File: config.mk
export PLATFORM = sky130hd
export DESIGN_NAME = strategy_cfg_loader
export DESIGN_NICKNAME = d
export VERILOG_FILES = /design/src/rtl/strategy_cfg_loader.sv
export SDC_FILE = /design/constraint.sdc
export NUM_CORES = 2
export LEC_CHECK = 0
export CAP_MARGIN = 25
export CORE_ASPECT_RATIO = 1.5
export CORE_MARGIN = 2
export CORE_UTILIZATION = 38
export CTS_CLUSTER_SIZE = 14
export DETAILED_ROUTE_END_ITERATION = 8
export PLACE_DENSITY_LB_ADDON = 0.15
export SETUP_SLACK_MARGIN = 0.1
export SYNTH_ARGS = -nofsm -noshare
export SYNTH_HDL_FRONTEND = slang
export SYNTH_SLANG_ARGS = --single-unit
File: constraint.sdc
create_clock -name clock -period 37 [get_ports clock]
set_input_delay 7.4 -clock clock [delete_from_list [all_inputs] [get_ports clock]]
set_output_delay 7.4 -clock clock [all_outputs]
set_load 0.01 [all_outputs]
File: src/rtl/strategy_cfg_loader.sv
// strategy_cfg_loader: framed byte-stream command parser feeding a shadow
// configuration bank. The shadow is committed atomically to the mux outputs while
// the strategy FSM is idle.
// Optional feature macro STRATEGY_CFG_CHECKSUM_EN: when defined, each frame ends
// with a CHK byte that is verified.
module strategy_cfg_loader #(
  parameter int NUM_PAR     = 8,
  parameter int PAR_W       = 16,
  parameter int NUM_STRAT   = 5,
  parameter int TIMEOUT_CYC = 100000
) (
  input  logic                     clock,
  input  logic                     reset,
  input  logic [7:0]               rx_data,
  input  logic                     rx_valid,
  input  logic                     fsm_idle,
  output logic [7:0]               strategy_sel,
  output logic [NUM_PAR*PAR_W-1:0] par_flat,
  output logic                     commit_pulse,
  output logic                     pending,
  output logic                     resp_valid,
  output logic [7:0]               resp_code
);

`ifdef STRATEGY_CFG_CHECKSUM_EN
  localparam bit HAS_CHK = 1'b1;
`else
  localparam bit HAS_CHK = 1'b0;
`endif

  localparam int TO_W = $clog2(TIMEOUT_CYC + 1);

  localparam logic [7:0] RC_OK      = 8'h00;
  localparam logic [7:0] RC_CHK     = 8'h01;
  localparam logic [7:0] RC_CMD     = 8'h02;
  localparam logic [7:0] RC_RANGE   = 8'h03;
  localparam logic [7:0] RC_TIMEOUT = 8'h04;
  localparam logic [7:0] RC_STRAT   = 8'h05;

  typedef enum logic [2:0] {
    S_IDLE, S_CMD, S_ADDR, S_LEN, S_DATA, S_CHK
  } state_t;

  state_t                   state_q, state_d;
  logic [7:0]               cmd_q, cmd_d, addr_q, addr_d, len_q, len_d;
  logic [7:0]               cnt_q, cnt_d, chk_q, chk_d;
  logic [7:0]               sel_stage_q, sel_stage_d;
  logic [TO_W-1:0]          to_cnt_q, to_cnt_d;
  logic [PAR_W-1:0]         stage_q [NUM_PAR];
  logic [PAR_W-1:0]         stage_d [NUM_PAR];
  logic [NUM_PAR-1:0]       mask_q, mask_d;
  logic [PAR_W-1:0]         shadow_q [NUM_PAR];
  logic [PAR_W-1:0]         shadow_d [NUM_PAR];
  logic [7:0]               shadow_sel_q, shadow_sel_d;
  logic [7:0]               act_sel_q, act_sel_d;
  logic [NUM_PAR*PAR_W-1:0] act_par_q, act_par_d;
  logic                     commit_q, commit_d, pending_q, pending_d;
  logic                     resp_valid_q, resp_valid_d;
  logic [7:0]               resp_code_q, resp_code_d;

  logic       frame_end, timeout, chk_ok, apply;
  logic [7:0] code;
  logic [8:0] end_sum;

  // Parser: the *_d values include the byte accepted this cycle, so a frame
  // that ends on a data byte can be evaluated without an extra cycle.
  always_comb begin
    state_d     = state_q;
    cmd_d       = cmd_q;
    addr_d      = addr_q;
    len_d       = len_q;
    cnt_d       = cnt_q;
    chk_d       = chk_q;
    sel_stage_d = sel_stage_q;
    to_cnt_d    = to_cnt_q;
    stage_d     = stage_q;
    mask_d      = mask_q;
    frame_end   = 1'b0;
    timeout     = 1'b0;
    chk_ok      = 1'b1;

    if (state_q == S_IDLE || rx_valid) begin
      to_cnt_d = '0;
    end else if (to_cnt_q == TO_W'(TIMEOUT_CYC - 1)) begin
      timeout = 1'b1;
    end else begin
      to_cnt_d = to_cnt_q + TO_W'(1);
    end

    if (rx_valid) begin
      case (state_q)
        S_IDLE: begin
          if (rx_data == 8'hA5) begin
            state_d     = S_CMD;
            chk_d       = '0;
            cnt_d       = '0;
            sel_stage_d = '0;
            mask_d      = '0;
            stage_d     = '{default: '0};
          end
        end
        S_CMD: begin
          cmd_d   = rx_data;
          chk_d   = chk_q ^ rx_data;
          state_d = S_ADDR;
        end
        S_ADDR: begin
          addr_d  = rx_data;
          chk_d   = chk_q ^ rx_data;
          state_d = S_LEN;
        end
        S_LEN: begin
          len_d = rx_data;
          chk_d = chk_q ^ rx_data;
          if (rx_data != 8'd0) begin
            state_d = S_DATA;
          end else if (HAS_CHK) begin
            state_d = S_CHK;
          end else begin
            state_d   = S_IDLE;
            frame_end = 1'b1;
          end
        end
        S_DATA: begin
          chk_d = chk_q ^ rx_data;
          cnt_d = cnt_q + 8'd1;
          if (cnt_q == 8'd0) sel_stage_d = rx_data;
          // Bytes past the staging buffer are counted only; the range check rejects the frame.
          if (cnt_q < 8'(2 * NUM_PAR)) begin
            for (int k = 0; k < NUM_PAR; k++) begin
              if (cnt_q[7:1] == 7'(k)) begin
                if (cnt_q[0]) begin
                  stage_d[k][7:0] = rx_data;
                  mask_d[k]       = 1'b1;
                end else begin
                  stage_d[k][PAR_W-1 -: 8] = rx_data;
                end
              end
            end
          end
          if (cnt_q == len_q - 8'd1) begin
            if (HAS_CHK) begin
              state_d = S_CHK;
            end else begin
              state_d   = S_IDLE;
              frame_end = 1'b1;
            end
          end
        end
        S_CHK: begin
          state_d   = S_IDLE;
          frame_end = 1'b1;
          chk_ok    = (rx_data == chk_q);
        end
        default: state_d = S_IDLE;
      endcase
    end

    if (timeout) begin
      state_d = S_IDLE;
      stage_d = '{default: '0};
      mask_d  = '0;
    end
  end

  // Frame validation; checksum failure masks every other error.
  always_comb begin
    end_sum = {1'b0, addr_d} + {2'b00, len_d[7:1]};
    code    = RC_OK;
    if (!chk_ok) begin
      code = RC_CHK;
    end else if (cmd_d == 8'h01) begin
      if (len_d[0] || len_d == 8'd0 || end_sum > 9'(NUM_PAR)) code = RC_RANGE;
    end else if (cmd_d == 8'h02) begin
      if (len_d != 8'd1) code = RC_RANGE;
      else if (sel_stage_d >= 8'(NUM_STRAT)) code = RC_STRAT;
    end else if (cmd_d == 8'h03) begin
      if (len_d != 8'd0) code = RC_RANGE;
    end else begin
      code = RC_CMD;
    end
  end

  // Shadow bank, commit and response; apply copies the pre-edge shadow.
  always_comb begin
    shadow_d     = shadow_q;
    shadow_sel_d = shadow_sel_q;
    act_sel_d    = act_sel_q;
    act_par_d    = act_par_q;
    pending_d    = pending_q;
    apply        = pending_q & fsm_idle;
    commit_d     = apply;
    resp_valid_d = frame_end | timeout;
    resp_code_d  = resp_code_q;

    if (apply) begin
      act_sel_d = shadow_sel_q;
      for (int k = 0; k < NUM_PAR; k++) act_par_d[k*PAR_W +: PAR_W] = shadow_q[k];
      pending_d = 1'b0;
    end

    if (frame_end) begin
      resp_code_d = code;
      if (code == RC_OK) begin
        case (cmd_d)
          8'h01: begin
            for (int k = 0; k < NUM_PAR; k++) begin
              for (int j = 0; j < NUM_PAR; j++) begin
                if (({1'b0, addr_d} + 9'(j) == 9'(k)) &&
                    (8'(j) < {1'b0, len_d[7:1]}) && mask_d[j]) begin
                  shadow_d[k] = stage_d[j];
                end
              end
            end
          end
          8'h02:   shadow_sel_d = sel_stage_d;
          8'h03:   pending_d = 1'b1;
          default: ;
        endcase
      end
    end else if (timeout) begin
      resp_code_d = RC_TIMEOUT;
    end
  end

  always_ff @(posedge clock or posedge reset) begin
    if (reset) begin
      state_q      <= S_IDLE;
      cmd_q        <= '0;
      addr_q       <= '0;
      len_q        <= '0;
      cnt_q        <= '0;
      chk_q        <= '0;
      sel_stage_q  <= '0;
      to_cnt_q     <= '0;
      mask_q       <= '0;
      shadow_sel_q <= '0;
      act_sel_q    <= '0;
      act_par_q    <= '0;
      commit_q     <= 1'b0;
      pending_q    <= 1'b0;
      resp_valid_q <= 1'b0;
      resp_code_q  <= '0;
      for (int k = 0; k < NUM_PAR; k++) begin
        stage_q[k]  <= '0;
        shadow_q[k] <= '0;
      end
    end else begin
      state_q      <= state_d;
      cmd_q        <= cmd_d;
      addr_q       <= addr_d;
      len_q        <= len_d;
      cnt_q        <= cnt_d;
      chk_q        <= chk_d;
      sel_stage_q  <= sel_stage_d;
      to_cnt_q     <= to_cnt_d;
      mask_q       <= mask_d;
      shadow_sel_q <= shadow_sel_d;
      act_sel_q    <= act_sel_d;
      act_par_q    <= act_par_d;
      commit_q     <= commit_d;
      pending_q    <= pending_d;
      resp_valid_q <= resp_valid_d;
      resp_code_q  <= resp_code_d;
      for (int k = 0; k < NUM_PAR; k++) begin
        stage_q[k]  <= stage_d[k];
        shadow_q[k] <= shadow_d[k];
      end
    end
  end

  assign strategy_sel = act_sel_q;
  assign par_flat     = act_par_q;
  assign commit_pulse = commit_q;
  assign pending      = pending_q;
  assign resp_valid   = resp_valid_q;
  assign resp_code    = resp_code_q;

endmodule

# Word level (Yosys, flattened, before mapping)
# Index checks and enable logic that the tools add are counted.
# word_totals
reg_bits	487
in_bits	12
out_inout_bits	147
word_cells	465
# op_classes
add_sub_neg	11
magnitude_cmp	11
eq_ne	80
muxes	157
n_bitwise	3
reduce_logical	171
# op_table
op	n
16-bit 2-to-1 mux	72
128-bit 2-to-1 mux	4
8-bit 2-to-1 mux	36
128-bit case mux with 2 select lines	1
9-bit by 3-bit == test with 1-bit output (second input constant)	28
1-bit logical AND	128
9-bit by 2-bit == test with 1-bit output (second input constant)	14
8-bit nonzero test	10
9-bit zero test	8
8-bit case mux with 2 select lines	4
9-bit by 1-bit == test with 1-bit output (second input constant)	7
8-bit by 3-bit adder with 9-bit output (second input constant)	4
17-bit 2-to-1 mux	2
8-bit by 2-bit == test with 1-bit output (second input constant)	4
8-bit by 3-bit == test with 1-bit output (second input constant)	4
4-bit AND reduction	8
7-bit by 3-bit == test with 1-bit output (second input constant)	4
3-bit by 7-bit less-than comparator with 1-bit output (first input constant)	4
1-bit 2-to-1 mux	27
8-bit zero test	3
3-bit 2-to-1 mux	7
8-bit by 2-bit adder with 9-bit output (second input constant)	2
17-bit by 1-bit adder with 17-bit output (second input constant)	1
17-bit == test (second input constant)	1
other kinds (34)	50

# Depth between registers and ports, before layout
# logic_depth
ltp_word	15
ltp_mapped	19

# Worst setup path after synthesis
# No wires, ideal clock.
# synth_path
kind	input port to flip-flop
start	in rx_valid
end	reg shadow_q[80] (netlist bit)
t_arrival_ns	10.853
t_required_ns	36.875
slack_ns	26.023
stages	15
n_path_buf	4
path_cell_list	nand4bb_1 > buf_2 > mux2_2 > ha_1 > clkbuf_1 > o211a_1 > nor4_2 > nand2_2 > or3_1 > nand4_1 > a211oi_1 > nor2b_1 > buf_2 > buf_4 > mux2_2
# synth_via
elab_chain_cells	12
word_cells_on_any_way	81
cone_classes	add/sub: 8; order compare: 10; eq/ne: 12; mux: 27; reduce/logical: 24
# synth_rtl
item	line_no	text
start, declared	15	input logic rx_valid,
8-bit 2-to-1 mux *	90	if (rx_valid) begin
net addr_d[1]	45	logic [7:0] cmd_q, cmd_d, addr_q, addr_d, len_q, len_d;
branches (longest 11 deep; another with 8-bit by 7-bit adder with 9-bit output)	-	
end signal, assigned by index	267	shadow_q[k] <= shadow_d[k];
end, declared	52	logic [PAR_W-1:0] shadow_q [NUM_PAR];
# Mark *: on every way through the listed nets, which the timed path passes. The select of a mux whose other input is x is not followed.
# A chain may end at the register's enable or synchronous reset.

==> impl_metrics.csv <==
group,metric,value,unit
sta,min_period,13.07,ns
clock_tree,numCtsBuffers,52,
sta,fin_ws,23.93,ns
clock_tree,cts.sinks,482,
setup_path,crit_family,"buffers and inverters",
clock_tree,path_clk_slew,0.07,ns
routing,route.detailed.drc,0,
clock_tree,clock_latency,0.70,ns
die,io_pins,159,
yosys,synth_area,30500,um2
grt,grt_busiest_layer,"met2",
routing,wl_per_cell,36.7,um
grt,use_met1,46.7,%
grt,grt_pass1_wl,235,mm
sta,tightest_slew,1.38,ns
die,core-area,79800,um2
setup_path,cp_data_required_time,37.52,ns
power,p_per_area,56.1,nW/um2
yosys,synthFlopType,"dfrtp_1",
cells_and_area,fin_nets,3534,
yosys,synth_top_family_by_area,"compound AO/OA/AOI/OAI gates",
power,internal_power,1.12,mW
yosys,synth.area.mux_share,13.8,%
status,status,"complete, no violations",
routing,detail-route-antenna-nets,0,
clock_tree,holdBufCountCts,0,
setup_path,r2r.worst_path.cells,16,
yosys,yosys.area_share.adder,0.566,%
power,p_switching,882,uW
clock_tree,cts_tree,"yes",
yosys,synth_seq_area_share,39.5,%
setup_path,critical_path.max_fanout,69,
yosys,synth-edff-count,0,
die,rows,127,
power,ir_worst_vdd,0.0000414,V
min_path,holdCritPathClass,"reg2reg",
routing,drtIter0Drc,4122,
setup_path,critical_path.most_common_cell,"buf_4",
yosys,yosysUniqueCellTypes,105,
die,die_w,235,um
setup_path,crit_type,"in2reg",
clock_tree,cts_root_buf,"clkbuf_16",
yosys,synthArstFlopShare,100,%
sta,setup_viol,0,
routing,vias,31162,
yosys,yosysWarningCount,0,
power,p_leak,16.0,nW
sta,skew,0.0774,ns
sta,finalHoldViolations,0,
die,die_area,82600,um2
routing,viasPerCell,6.77,
clock_tree,htreeDepth,2,
routing,wirelength,169,mm
grt,grt_pass1_vias,29579,
sta,rsz0062_at_grt,"false",
setup_path,cp.depth,13,
yosys,synth_compound_area_share,23.2,%
clock_tree,cts_setup_buffers,0,
sta,maxSlewHeadroom,7.76,%
power,comb_power_share,40.8,%
flow_run,cap_violations,0,
grt,grt_max_degree,97,
sta,slew_viol_final,0,
power,power_frac_seq,31.1,%
grt,gr-usage-met3,12.9,%
clock_tree,cts.path.max_buffers,3,
grt,grt-ovfl-total,0,
yosys,ys_seq_elements,482,
yosys,avgSynthCellArea,8.98,um2
placed_design,hpwl,116,mm
sta,fmax,76.5,MHz
grt,grt_util_met2,61.3,%
setup_path,slowest_stage,"a211oi_1",
cells_and_area,final_common_cell,"dfrtp_1",
cells_and_area,layout_common_cells,"dfrtp_1, nor2_1, o21ai_0",
power,p_sw_share,44.1,%
power,total_power,2.00,mW
cells_and_area,area_growth_syn_to_layout,16.8,%
cells_and_area,post_route_cells_drive_above_1_share,18.9,%
placed_design,io_buffers,153,
setup_path,path_cells,"clkdlybuf4s50_1 > buf_4 > nor4bb_1 > a21o_1 > nand2_4 > buf_4 > o221ai_1 > clkinv_1 > mux2i_1 > a21oi_1 > a211oi_1 > nor3_1 > mux2_1",
yosys,syn_inst,3398,
min_path,hold_depth,1,
sta,hold_ws,0.467,ns
die,die_h,351,um
placed_design,place.gp.congestion,1.13,
grt,antenna_found_initial,20,
placed_design,preCtsSetupSlack,23.43,ns
sta,fin_tns_setup,0,ns
setup_path,arrival,13.59,ns
setup_path,start_kind,"input port",
yosys,synth_xor_area_share,1.21,%
sta,min_period_over_period,35.3,%
power,clock_power_share,28.1,%
setup_path,critPathBufInv,4,
setup_path,rrSetupSlack,30.66,ns
clock_tree,ctsResizeCount,0,
setup_path,end_kind,"flop",
grt,track_usage,40.3,%
routing,dr.pass1.iters,9,
die,initial_core_util,38.2,%
setup_path,critical_path.max_stage_delay,0.77,ns
yosys,synthSimpleGateAreaFrac,16.9,%
-- power by group through the flow --
stage | clock network, mW | registers [mW] | logic, mW
floorplan | 0 | 0.596 | 0.478
global placement | 0 | 0.630 | 0.773
detailed placement | 0 | 0.630 | 0.771
CTS | 0.570 | 0.620 | 0.774
global route | 0.587 | 0.627 | 0.844
finish | 0.562 | 0.622 | 0.816
-- state kept, by name, summed over array words and instances, names as in the netlist --
signal / flops
commit_pulse: 1
addr_q: 8
cmd_q: 8
strategy_sel: 8
shadow_sel_q: 8
to_cnt_q: 17
resp_valid: 1
stage_q: 128
par_flat: 128
state_q: 3
mask_q: 8
chk_q: 8
sel_stage_q: 8
cnt_q: 8
len_q: 8
pending: 1
resp_code: 3
shadow_q: 128
-- through the flow --
stage	utilization, %	instances	instance area [um2]
after floorplan	-	3402	30500
after global placement	42.0	4466	33500
after detailed placement	42.1	4473	33600
after CTS	44.3	4569	35400
after global routing	44.6	4588	35600
final	44.7	4600	35600
-- per-layer routing --
layer	wire, um	part of all wire, %
met1	61400	36
met2	72500	43
met3	17200	10
met4	17600	10
met5	97	0.057
-- worst paths after layout --
path                                            from                   endpoint
setup / recovery                          rx_data[5]  shadow_q[119]$_DFFE_PP0P_
hold / removal             shadow_q[103]$_DFFE_PP0P_   par_flat[23]$_DFFE_PP0P_
setup reg to reg              state_q[2]$_DFFE_PP0P_   shadow_q[88]$_DFFE_PP0P_
hold reg to reg            shadow_q[103]$_DFFE_PP0P_   par_flat[23]$_DFFE_PP0P_
max in group asynchronous                      reset  par_flat[108]$_DFFE_PP0P_
min in group asynchronous                      reset     stage_q[124]$_DFF_PP0_
-- Yosys cell counts, types with 39 or more instances --
library cell	number	area [um2]
nor2_1	320	1200
clkbuf_1	189	709
nand2_1	250	938
nand4_1	39	244
buf_2	41	205
a21oi_1	182	911
mux2_2	284	3200
dfrtp_1	482	12100
inv_1	78	293
a211oi_1	138	1040
o21ai_0	294	1470
nor3_1	116	581
o22ai_1	127	795
mux2i_1	73	731
a22oi_1	53	398
nand3_1	86	430
-- worst reg2reg max path, stage by stage (launching register included) --
cell	delay, ns
dfrtp_1	0.82
nand4bb_2	0.28
buf_4	0.53
mux2_4	0.46
inv_1	0.24
ha_1	0.28
inv_1	0.08
a21oi_1	0.27
o221ai_1	0.17
nor2_1	0.19
buf_4	0.23
nand3_1	0.71
nand4_1	1.01
a211oi_1	0.13
nor2b_1	0.20
buf_4	0.27
mux2_2	0.38
-- cell type report --
| cell class | instances | area [um2] |
|---|---|---|
| multi-input combinational | 2569 | 17200 |
| clock buffer | 70 | 1480 |
| antenna | 17 | 42.5 |
| sequential | 482 | 12100 |
| timing repair buffer | 318 | 2910 |
| clock inverter | 26 | 334 |
| inverter | 86 | 330 |
| tap | 1032 | 1290 |
| fill | 7886 | 44100 |
-- logic make-up after synthesis --
logic type / after synthesis
compound gates: 1080
xor+xnor: 42
fa+ha+maj: 14
buf+inv: 351
flops: 482
mux: 378
other cells: 1
simple gates: 1050
Power figures use the tool's default switching activity.
